[src/rtl/inst_intensity_gen.sv]
// Per-instrument intensity bytes {flag, level[6:0]} fed by a small hit FIFO.
// State freezes on the capture row and decays once per frame just after it.
module inst_intensity_gen #(
  parameter int INSTRUMENT_COUNT = 3,
  parameter int HIT_FIFO_DEPTH   = 4,
  parameter int DECAY_SHIFT      = 3,
  parameter int CAPTURE_V        = 721,
  parameter int IW               = (INSTRUMENT_COUNT > 1) ? $clog2(INSTRUMENT_COUNT) : 1
) (
  input  logic                              clk,
  input  logic                              rst,
  input  logic [10:0]                       h_count,
  input  logic [9:0]                        v_count,
  input  logic                              hit_valid,
  output logic                              hit_ready,
  input  logic [IW-1:0]                     hit_inst,
  input  logic [6:0]                        hit_velocity,
  output logic [INSTRUMENT_COUNT-1:0][7:0]  inst_intensity
);

  localparam int AW = $clog2(HIT_FIFO_DEPTH);
  localparam logic [IW:0] N_W = (IW+1)'(INSTRUMENT_COUNT);

  // Handshake: a hit is taken on any cycle where hit_valid && hit_ready;
  // hit_ready depends only on the registered occupancy, never on this cycle's pop.
  logic [IW-1:0] fifo_inst [HIT_FIFO_DEPTH];
  logic [6:0]    fifo_vel  [HIT_FIFO_DEPTH];
  logic [AW-1:0] wr_ptr, rd_ptr;
  logic [AW:0]   count;
  logic          full, empty, push, pop;
  logic          freeze, decay_tick;
  logic [IW-1:0] pop_inst;
  logic [6:0]    pop_vel;
  logic          pop_ok;

  assign full       = (count == (AW+1)'(HIT_FIFO_DEPTH));
  assign empty      = (count == '0);
  assign hit_ready  = !full;
  assign push       = hit_valid && !full;
  assign freeze     = (v_count == 10'(CAPTURE_V));
  assign decay_tick = (v_count == 10'(CAPTURE_V + 1)) && (h_count == 11'd0);
  assign pop        = !empty && !freeze && !decay_tick;

  assign pop_inst = fifo_inst[rd_ptr];
  assign pop_vel  = fifo_vel[rd_ptr];
  // Out-of-range instruments and zero velocity are consumed without effect.
  assign pop_ok   = ({1'b0, pop_inst} < N_W) && (pop_vel != 7'd0);

  always_ff @(posedge clk) begin
    if (push) begin
      fifo_inst[wr_ptr] <= hit_inst;
      fifo_vel[wr_ptr]  <= hit_velocity;
    end
  end

  always_ff @(posedge clk or posedge rst) begin
    if (rst) begin
      wr_ptr <= '0;
      rd_ptr <= '0;
      count  <= '0;
    end else begin
      if (push) wr_ptr <= wr_ptr + 1'b1;
      if (pop)  rd_ptr <= rd_ptr + 1'b1;
      case ({push, pop})
        2'b10:   count <= count + 1'b1;
        2'b01:   count <= count - 1'b1;
        default: count <= count;
      endcase
    end
  end

  for (genvar i = 0; i < INSTRUMENT_COUNT; i++) begin : g_inst
    logic       flag;
    logic [6:0] level;
    logic [6:0] shifted;
    logic [6:0] sub;
    logic       hit_here;

    assign shifted  = level >> DECAY_SHIFT;
    assign sub      = (shifted == 7'd0) ? 7'd1 : shifted;
    assign hit_here = pop && pop_ok && (pop_inst == IW'(i));

    // decay_tick and pops are mutually exclusive, and neither happens during freeze.
    always_ff @(posedge clk or posedge rst) begin
      if (rst) begin
        flag  <= 1'b0;
        level <= 7'd0;
      end else if (decay_tick) begin
        flag  <= 1'b0;
        level <= (level > sub) ? (level - sub) : 7'd0;
      end else if (hit_here) begin
        if (!flag) begin
          flag  <= 1'b1;
          level <= pop_vel;
        end else if (pop_vel > level) begin
          level <= pop_vel;
        end
      end
    end

    assign inst_intensity[i] = {flag, level};
  end

endmodule

[config.mk]
export PLATFORM = sky130hd
export DESIGN_NAME = inst_intensity_gen
export DESIGN_NICKNAME = d
export VERILOG_FILES = /design/src/rtl/inst_intensity_gen.sv
export SDC_FILE = /design/constraint.sdc
export NUM_CORES = 1
export LEC_CHECK = 0
export ABC_AREA = 0
export BUFFER_PORTS_ARGS = -buffer_cell sky130_fd_sc_hd__buf_4
export CAP_MARGIN = 10
export CORE_ASPECT_RATIO = 0.75
export CORE_MARGIN = 2
export CORE_UTILIZATION = 25
export CTS_CLUSTER_SIZE = 10
export DETAILED_ROUTE_END_ITERATION = 7
export GPL_TIMING_DRIVEN = 0
export PLACE_DENSITY = 0.48
export SLEW_MARGIN = 20
export SYNTH_ARGS = -nofsm -noshare
export SYNTH_HDL_FRONTEND = slang
export SYNTH_SLANG_ARGS = --single-unit
export TNS_END_PERCENT = 100
[constraint.sdc]
create_clock -name clk -period 3.4 [get_ports clk]
set_input_delay 0.51 -clock clk [delete_from_list [all_inputs] [get_ports clk]]
set_output_delay 0.51 -clock clk [all_outputs]
set_load 0.005 [all_outputs]
==> key figures, run 1 <==
Critical path
  – Required @ worst endpoint: roughly 3.6 ns
  – Bufs and invs on worst path: 1
  – Max FO, Critical Path: 10
  – Crit-path leading delay family: multiplexers
  – Worst-path cell chain: mux4_1 > ha_1 > nand4_1 > a21o_1 > a41oi_1 > and3_2 > clkbuf_1 > mux2i_1 > o22ai_1
  – Slowest cell on the critical path: dfrtp_1
  – CP arrival: about 3.4 ns
  – CP startpoint kind: register
  – CP Capture Type: register
  – Max incr delay on CP: between 0.6 and 0.7 ns
  – WS Path Type: reg -> reg

Synth
  – Netlist Area Pre-Place: about 4200 sq um
  – Synth area leaders: edfxtp_1, dfrtp_1, ha_1, inv_1, mux4_1
  – Count leader, synth: inv_1
  – Yosys top cell by area: edfxtp_1
  – Commonest cells in the netlist: inv_1, ha_1, edfxtp_1
  – Seq/Total Area, Yosys: between 40% and 50%
  – Async S/R FF share, synth: a little under half
  – Area share of the largest cell type after synthesis: 25.8%
  – Cell count after synthesis: 381
  – Main synth FF type: edfxtp_1
  – Post-synth EDFFs: 36
  – Syn Area/Cell: 11.0 sq um
  – Mapped Nets: 459
  – Yosys cell types: 61
  – Yosys reg bits: 67
  – Yosys warns: 0

Clocking
  – CTS Sinks: 67
  – CTS tree: yes
  – CTS clk-pin slew, worst paths: approximately 0.06 ns
  – CTS Hold Bufs: 0
  – H-tree depth: 3
  – Clk root buf: clkbuf_16
  – Setup bufs post-CTS: 0
  – Total CTS buffers: 9
  – Max Buffers Root-to-Sink: 2
  – Clock latency on the worst-skew pair: around 0.33 ns

Cells and area
  – Layout cells sized above 1: between 20 and 25%
  – Final Core Density: 32.2%
  – Nets: ~530
  – Diode count: 0
  – P&R area growth vs syn: 24.7%

GRT
  – First-pass GRT wire length: roughly 16 mm
  – Antenna violations before repair: 0
  – GRT overflow: 0
  – Overall global routing resource usage: 11.9%
  – Number of global-route vias before repair: 3130
  – Largest net degree at the start of global routing: 32

Floorplanning
  – Site row count: 40
  – Die X: 153 um
  – Core Box Area: approximately 16000 sq um
  – Die height: 116 um
  – IO Pins: 58
  – Initial Util: between 20% and 30%
  – Area of the die: ~18000 sq um

STA
  – Final Skew: ~0.0072 ns
  – Fmax achieved: approximately 310 MHz
  – Slew headroom: a little under half
  – Unrepaired setup endpoints after global routing: false
  – Final min period: 3.21 ns
  – Actual slew at the worst max-slew pin: between 0.8 and 0.9 ns
  – Final setup TNS: 0 ns
  – Setup-failing EPs final: 0
  – Slew Viols, Final: 0
  – Fin crit share: 94.3%
  – Final hold violation count: 0

Route
  – Initial detailed-routing violation count: ~110
  – Vias: 3095
  – Post-DRT Antenna Nets: 0
  – Final WL: approximately 10 mm
  – DRC: 0
  – Avg WL per Cell: 15.3 um
  – Drt first pass iters: 4
  – Via density per instance: approximately 4.7

Worst hold path
  – HP Class: in -> async

Pwr
  – Clock power share: a little under a fifth
  – Switching power: 2.31 mW
  – Worst ir drop on vdd: around 0.29 mV
  – Combinational power share: 55.8%
  – Reg power frac: between 20% and 30%
  – Leak pwr: between 2 and 2.5 nW
  – Int Power: roughly 3.3 mW
  – Cell Pwr Density: 1070 nW/um^2
  – Sw Ratio: 41.3%

Job
  – Maxcap violations: 0

Status
  – Status: finished clean

Place
  – IO Port Bufs: 57
  – GP Congestion: around 0.78
  – DP Wirelength: roughly 7.6 mm
-- placed cells by master, fill, tap and decap left out, types with 5 or more instances in the layout --
master / netlist / final
dfrtp_1: 31 / 31
clkbuf_1: 7 / 7
nand4_1: 9 / 9
edfxtp_1: 36 / 36
mux4_2: 3 / 5
o21ai_0: 14 / 14
xnor2_1: 9 / 9
inv_1: 45 / 44
nor2_1: 19 / 19
nand2_1: 25 / 25
nor3_1: 8 / 8
a21oi_1: 30 / 30
buf_4: 3 / 60
clkbuf_16: 0 / 9
mux2i_1: 8 / 8
xor2_1: 6 / 6
o22ai_1: 8 / 8
ha_1: 41 / 41
-- cell type report --
class	count	area, sq um
sequential	67	1860
clock inverter	6	113
timing repair buffer	57	428
tap	210	263
clock buffer	10	229
fill	1681	11000
inverter	45	169
multi-input combinational	254	2080
buffer	14	87.6
-- registers in the layout (all words and copies together) (netlist names) --
name,flops
g_inst.level,21
fifo_inst,8
fifo_vel,28
rd_ptr,2
count,3
g_inst.flag,3
wr_ptr,2
-- worst paths after layout --
check,cells after the start,slack [ns],from,endpoint
hold reg to reg,1,0.49,count[2],count[2]
hold / removal,2,0.30,rst,rd_ptr[1]
setup / recovery,9,0.19,rd_ptr[1],g_inst[0].level[2]
max in group asynchronous,2,2.63,rst,g_inst[1].level[0]
setup reg to reg,9,0.19,rd_ptr[1],g_inst[0].level[2]
min in group clk,1,0.38,hit_velocity[1],fifo_vel[3][1]
-- metal layers --
metal	wire length (um)	GRT usage [%]	vias to the layer above
li1	-	-	1521
met1	5060	15.9	1505
met2	4590	19.2	56
met3	356	3.23	13
met4	129	3.67	0
met5	0	0	-
-- per-stage QoR --
stage               hold WS [ns]  std cells  worst slack, ns  power, mW  instance area (sq um)
floorplan                  0.460        381            0.449       3.60                   4190
global placement           0.483        648           -0.145       4.44                   4880
detailed placement         0.485        648           -0.148       4.51                   4880
CTS                        0.324        663           0.0367       5.63                   5220
global route               0.358        663           0.0153       6.09                   5220
finish                     0.304        663            0.194       5.59                   5220
-- worst reg2reg max path, cell delays in order, from the launching register on --
cell	delay [ns]
dfrtp_1	0.61
mux4_1	0.58
ha_1	0.40
nand4_1	0.13
a21o_1	0.17
a41oi_1	0.25
and3_2	0.21
clkbuf_1	0.35
mux2i_1	0.25
o22ai_1	0.10
-- logic make-up (layout without fill, tap and decap cells) --
| family | Yosys count | count (layout) | synth area share [%] |
|---|---|---|---|
| compound gates | 78 | 78 | 11.4 |
| xor+xnor | 15 | 15 | 3.14 |
| fa+ha+maj | 45 | 45 | 14.2 |
| buf+inv | 60 | 132 | 6.21 |
| flops | 67 | 67 | 44.3 |
| mux | 18 | 18 | 7.65 |
| simple gates | 98 | 98 | 13.1 |
-- power groups by stage --
| stage | registers, mW | clock network [mW] | logic, mW |
|---|---|---|---|
| 6_report | 1.40 | 1.07 | 3.12 |
| 5_1_grt | 1.44 | 1.14 | 3.51 |
| 3_3_place_gp | 1.38 | 0 | 3.06 |
| 2_1_floorplan | 1.32 | 0 | 2.28 |
| 3_5_place_dp | 1.39 | 0 | 3.12 |
| 4_1_cts | 1.40 | 1.11 | 3.12 |
-- what timing repair did --
action,CTS,global route
pin swaps,0,0
endpoints found under the hold margin,0,0
resized for setup,1,3
cloned,0,0
setup endpoints to repair,11,11
Power figures use the tool's default switching activity.
==> inputs of run 2 (changes only) <==
--- a/config.mk
+++ b/config.mk
@@ -14,6 +14,7 @@
 export CTS_CLUSTER_SIZE = 10
 export DETAILED_ROUTE_END_ITERATION = 7
 export GPL_TIMING_DRIVEN = 0
+export MAX_ROUTING_LAYER = met4
 export PLACE_DENSITY = 0.48
 export SLEW_MARGIN = 20
 export SYNTH_ARGS = -nofsm -noshare
==> run 2 against run 1 <==
Clock skew increased by 0.00095 ns. First-iteration DRC count is 25% higher. Sequential cell count is the same. Power hardly changed. Critical path depth is the same. Routed wire length hardly changed. Non-clock buffer count did not move. Fmax about the same. Critical path type unchanged. Critical endpoint unchanged.
==> key figures, run 2 (synthesized netlist as in run 1, its figures left out) <==
Pwr
  – Reg power frac: roughly 25%
  – Int Power: 3.28 mW
  – Cell Pwr Density: approximately 1100 nW/um^2
  – Clock power share: about a fifth
  – Sw Ratio: just over 40%
  – Worst ir drop on vdd: around 0.30 mV
  – Switching power: around 2.3 mW
  – Power Total: between 5 and 6 mW
  – Combinational power share: between 50 and 60%
  – Leak pwr: ~2.2 nW

Floorplanning
  – Core Box Area: ~16000 sq um
  – Area of the die: ~18000 sq um
  – Die height: roughly 120 um
  – IO Pins: between 50 and 60
  – Die X: approximately 150 um
  – Site row count: 40
  – Initial Util: between 20 and 30%

STA
  – Unrepaired setup endpoints after global routing: false
  – Actual slew at the worst max-slew pin: ~0.8 ns
  – Final min period: 3.20 ns
  – Fmax achieved: around 310 MHz
  – Slew Viols, Final: 0
  – Slew headroom: 46.5%
  – Setup-failing EPs final: 0
  – Final setup TNS: 0 ns
  – Fin crit share: 94.2%
  – Final Skew: 0.00811 ns
  – Final hold violation count: 0
  – Hold_ws: approximately 0.3 ns

GRT
  – Largest net degree at the start of global routing: 32
  – GRT overflow: 0
  – First-pass GRT wire length: 16.3 mm
  – Antenna violations before repair: 0
  – Overall global routing resource usage: about an eighth
  – Number of global-route vias before repair: roughly 3100

Critical path
  – R2R Setup Slk: 0.20 ns
  – Required @ worst endpoint: 3.58 ns
  – RR Endpoint: g_inst[0].level[2]
  – Max FO, Critical Path: 10
  – Reg2reg start: rd_ptr[1]
  – WS Path Type: reg -> reg
  – CP startpoint kind: register
  – R2R cell count: 9
  – CP Capture Type: register
  – CP arrival: between 3 and 4 ns

Clocking
  – CTS clk-pin slew, worst paths: roughly 0.06 ns
  – Total CTS buffers: 9
  – Clock latency on the worst-skew pair: 0.34 ns
  – CTS Sinks: 67
  – Clk root buf: clkbuf_16
  – Max Buffers Root-to-Sink: 2
  – Setup bufs post-CTS: 0
  – H-tree depth: 3
  – CTS tree: yes

Cells and area
  – FILL cells: between 1500 and 2000
  – Most frequent cells in the layout: buf_4, inv_1, ha_1
  – Nets: 526
  – Max FFs per register: 28
  – Non-Filler Instances: 663
  – P&R area growth vs syn: 24.7%
  – Layout cells sized above 1: 21.9%
  – Final instance area: 5220 sq um
  – Sequential cell area: 1860 sq um
  – Diode count: 0
  – Commonest non-fill, non-tap cell in the layout: buf_4
  – Biggest register: fifo_vel
  – Top Registers: fifo_vel: 28 flops, g_inst.level: 21 flops, fifo_inst: 8 flops
  – Area of the multi-input gates: between 2000 and 2500 sq um

Route
  – Via density per instance: about 4.7
  – Vias: approximately 3100
  – Final WL: ~10 mm
  – Drt first pass iters: 4
  – DRC: 0
  – Post-DRT Antenna Nets: 0
  – Avg WL per Cell: ~15 um
  – Initial detailed-routing violation count: between 100 and 150

Place
  – GP Congestion: roughly 0.79
  – DP Area: ~4900 sq um
  – DP Cell Count: 648
  – IO Port Bufs: 57
  – DP Wirelength: between 7 and 8 mm

Job
  – Maxcap violations: 0

Status
  – Status: finished clean

Worst hold path
  – HP Class: in -> async
[run 2: cell counts in the layout (fill, tap and decap cells not counted)]
No cell type changed its count.
[run 2: routing by layer]
| metal | wire, um | track usage [%] |
|---|---|---|
| met3 | 436 | 3.23 |
| met4 | 173 | 3.67 |
| met1 | 4980 | 15.8 |
| met5 | 0 | - |
| met2 | 4560 | 19.2 |
[run 2: what timing repair did]
action	4_1_cts	5_1_grt
resized for setup	1	3
hold buffers	0	0
setup endpoints to repair	11	11
[run 2: area by class of cell]
| type | instances | share of cell area, % |
|---|---|---|
| Clock inverter | 6 | 2.16 |
| Sequential cell | 67 | 35.6 |
| Clock buffer | 10 | 4.38 |
| Inverter | 45 | 3.23 |
| Multi-Input combinational cell | 254 | 39.8 |
| Buffer | 14 | 1.68 |
| Tap cell | 210 | 5.03 |
| Timing Repair Buffer | 57 | 8.19 |
[run 2: power groups by stage]
stage	Clock (mW)	Sequential, mW	Combinational [mW]
2_1_floorplan	0	1.32	2.28
3_3_place_gp	0	1.38	3.06
3_5_place_dp	0	1.39	3.12
4_1_cts	1.11	1.40	3.12
5_1_grt	1.14	1.44	3.51
6_report	1.08	1.40	3.11
[run 2: worst max-delay path, cell delays in order (launching register included)]
cell	delay, ns
dfrtp_1	0.61
mux4_1	0.58
ha_1	0.39
nand4_1	0.13
a21o_1	0.17
a41oi_1	0.25
and3_2	0.21
clkbuf_1	0.35
mux2i_1	0.25
o22ai_1	0.10
[run 2: worst max path at each step]
stage	endpoint	cells after the start	slack, ns	start
after floorplan	g_inst[1].level[5]	11	0.45	rd_ptr[0]
after global placement	g_inst[1].level[5]	11	-0.15	rd_ptr[1]
after detailed placement	g_inst[1].level[5]	11	-0.15	rd_ptr[1]
after CTS	g_inst[0].level[2]	10	0.04	rd_ptr[0]
after global routing	g_inst[0].level[2]	9	0.02	rd_ptr[1]
final	g_inst[0].level[2]	9	0.20	rd_ptr[1]
[run 2: through the flow]
step	setup WS (ns)	util, %
2_1_floorplan	0.449	-
3_3_place_gp	-0.145	30.1
3_5_place_dp	-0.148	30.1
4_1_cts	0.0367	32.2
5_1_grt	0.0153	32.2
6_report	0.196	32.2
==> inputs of run 3 (changes only) <==
--- a/config.mk
+++ b/config.mk
@@ -8,6 +8,8 @@
 export ABC_AREA = 0
 export BUFFER_PORTS_ARGS = -buffer_cell sky130_fd_sc_hd__buf_4
 export CAP_MARGIN = 10
+export CELL_PAD_IN_SITES_DETAIL_PLACEMENT = 1
+export CELL_PAD_IN_SITES_GLOBAL_PLACEMENT = 2
 export CORE_ASPECT_RATIO = 0.75
 export CORE_MARGIN = 2
 export CORE_UTILIZATION = 25
@@ -15,7 +17,7 @@
 export DETAILED_ROUTE_END_ITERATION = 7
 export GPL_TIMING_DRIVEN = 0
 export MAX_ROUTING_LAYER = met4
-export PLACE_DENSITY = 0.48
+export PLACE_DENSITY = 0.64
 export SLEW_MARGIN = 20
 export SYNTH_ARGS = -nofsm -noshare
 export SYNTH_HDL_FRONTEND = slang
==> run 3 against run 2 <==
Sequential cell count did not move. First-iteration DRC count shrank 35%. Via count increased by 1.5%. Die area did not move. Combinational power up 1%. Register-to-register slack better by 0.03 ns. Final cell count unchanged. Clock power decreased by 14%. Critical path type is now in -> reg. Largest power group unchanged.
==> key figures, run 3 (synthesized netlist as in run 1, its figures left out) <==
Cells and area
  – Diode count: 0
  – Most frequent cells in the layout: buf_4, inv_1, ha_1
  – FILL cells: between 1500 and 2000
  – Biggest register: fifo_vel
  – Max FFs per register: 28
  – P&R area growth vs syn: 24.2%
  – Nets: around 530
  – Layout cells sized above 1: between 20% and 30%
  – Commonest non-fill, non-tap cell in the layout: buf_4
  – Top Registers: fifo_vel: 28 flops, g_inst.level: 21 flops, fifo_inst: 8 flops

Clocking
  – Max Buffers Root-to-Sink: 2
  – Clk root buf: clkbuf_16
  – CTS clk-pin slew, worst paths: around 0.07 ns
  – Total CTS buffers: 9
  – CTS tree: yes
  – H-tree depth: 3
  – Clock latency on the worst-skew pair: approximately 0.34 ns
  – CTS Sinks: between 60 and 70
  – Setup bufs post-CTS: 0

Route
  – Via density per instance: 4.73
  – Initial detailed-routing violation count: 90
  – Vias: about 3100
  – Drt first pass iters: 4
  – DRC: 0
  – Final WL: roughly 11 mm
  – Post-DRT Antenna Nets: 0
  – Avg WL per Cell: 17.2 um

Pwr
  – Power Total: between 5 and 6 mW
  – Worst ir drop on vdd: 0.252 mV
  – Cell Pwr Density: ~1100 nW/um^2
  – Leak pwr: approximately 2.2 nW

STA
  – Final min period: 3.20 ns
  – Hold_ws: around 0.15 ns
  – Final Skew: between 0.01 and 0.015 ns
  – Final setup TNS: 0 ns
  – Final hold violation count: 0
  – Setup-failing EPs final: 0
  – Fmax achieved: about 310 MHz
  – Actual slew at the worst max-slew pin: just under 0.9 ns
  – Slew headroom: just over 40%
  – Slew Viols, Final: 0
  – Unrepaired setup endpoints after global routing: false
  – Fin crit share: between 90% and 100%

Worst hold path
  – HP Class: in -> async

Critical path
  – Max incr delay on CP: 0.69 ns
  – CP arrival: about 3.4 ns
  – CP startpoint kind: primary input
  – Crit-path leading delay family: simple AND/OR/NAND/NOR gates
  – CP Capture Type: register
  – WS Path Type: in -> reg
  – Cell depth of the worst setup path: 7
  – R2R cell count: 10
  – Worst-path cell chain: buf_4 > or4_1 > or3_1 > nor3_2 > clkbuf_1 > buf_1 > o22ai_1
  – Reg2reg start: rd_ptr[0]
  – Bufs and invs on worst path: 3
  – Required @ worst endpoint: between 3 and 4 ns
  – Critical Path Source: h_count[0]
  – Max FO, Critical Path: 10
  – Slowest cell on the critical path: nor3_2

GRT
  – Number of global-route vias before repair: around 3500
  – Largest net degree at the start of global routing: 20
  – Antenna violations before repair: 0
  – Met1 Use GR: 18.9%
  – First-pass GRT wire length: 18.6 mm
  – GRT overflow: 0
  – GR met2 Demand/Resource: between 20% and 30%
  – Met3 usage: 2.86%
  – Overall global routing resource usage: roughly 14%
  – GRT busiest layer: met2

Floorplanning
  – IO Pins: 58
  – Area of the die: ~18000 sq um
  – Initial Util: between 20 and 30%
  – Die height: about 120 um
  – Die X: around 150 um
  – Core Box Area: about 16000 sq um
  – Site row count: 40

Place
  – IO Port Bufs: 57
  – DP Wirelength: about 8.7 mm
  – GP Congestion: just over 0.7

Job
  – Maxcap violations: 0

Status
  – Status: finished clean
-- run 3: cell type report --
type / instances / area (sq um) / share of cell area (%)
multi-input cells: 254 / 2080 / 40.1
flip-flops and latches: 67 / 1860 / 35.7
repair buffers: 58 / 455 / 8.75
well taps: 210 / 263 / 5.05
clock buffers: 9 / 225 / 4.33
inverters: 45 / 169 / 3.25
plain buffers: 13 / 83.8 / 1.61
clock inverters: 7 / 65.1 / 1.25
-- run 3: through the flow --
stage / cells / area (sq um) / setup slack (ns) / utilization [%]
2_1_floorplan: 381 / 4190 / 0.449 / -
3_3_place_gp: 648 / 4880 / -0.168 / 30.1
3_5_place_dp: 649 / 4910 / -0.200 / 30.3
4_1_cts: 664 / 5200 / 0.0369 / 32.1
5_1_grt: 663 / 5200 / 0.00939 / 32.1
6_report: 663 / 5200 / 0.199 / 32.1
-- run 3: worst register-to-register path: cells and delay by family (launching register included) --
kind | cells | cell delay [ns]
mux | 2 | 0.88
compound gates | 3 | 0.73
flops | 1 | 0.39
fa+ha+maj | 1 | 0.38
simple gates | 2 | 0.36
buf+inv | 2 | 0.32
-- run 3: power breakdown --
group          internal (mW)  switching, mW  total, mW
combinational           1.43           1.72       3.15
sequential              1.13          0.278       1.41
clock                  0.513          0.417      0.931
-- run 3: final timing paths --
check                                     end  slack [ns]
min reg2reg                          count[0]        0.50
min in group clk               fifo_vel[0][3]        0.37
max reg2reg                g_inst[1].level[5]        0.23
min                        g_inst[0].level[5]        0.15
max in group asynchronous  g_inst[2].level[0]        2.80
max                        g_inst[0].level[3]        0.20
-- run 3: metal layers --
layer	share of wire, %	up-vias
met3	3.4	18
met5	0	-
met2	44	56
met1	51	1544
li1	-	1515
met4	1.3	0
-- run 3: repair_timing --
item	in CTS	in global routing
hold buffers	0	0
pin swaps	0	0
setup endpoints to repair	14	8
resized for setup	3	3
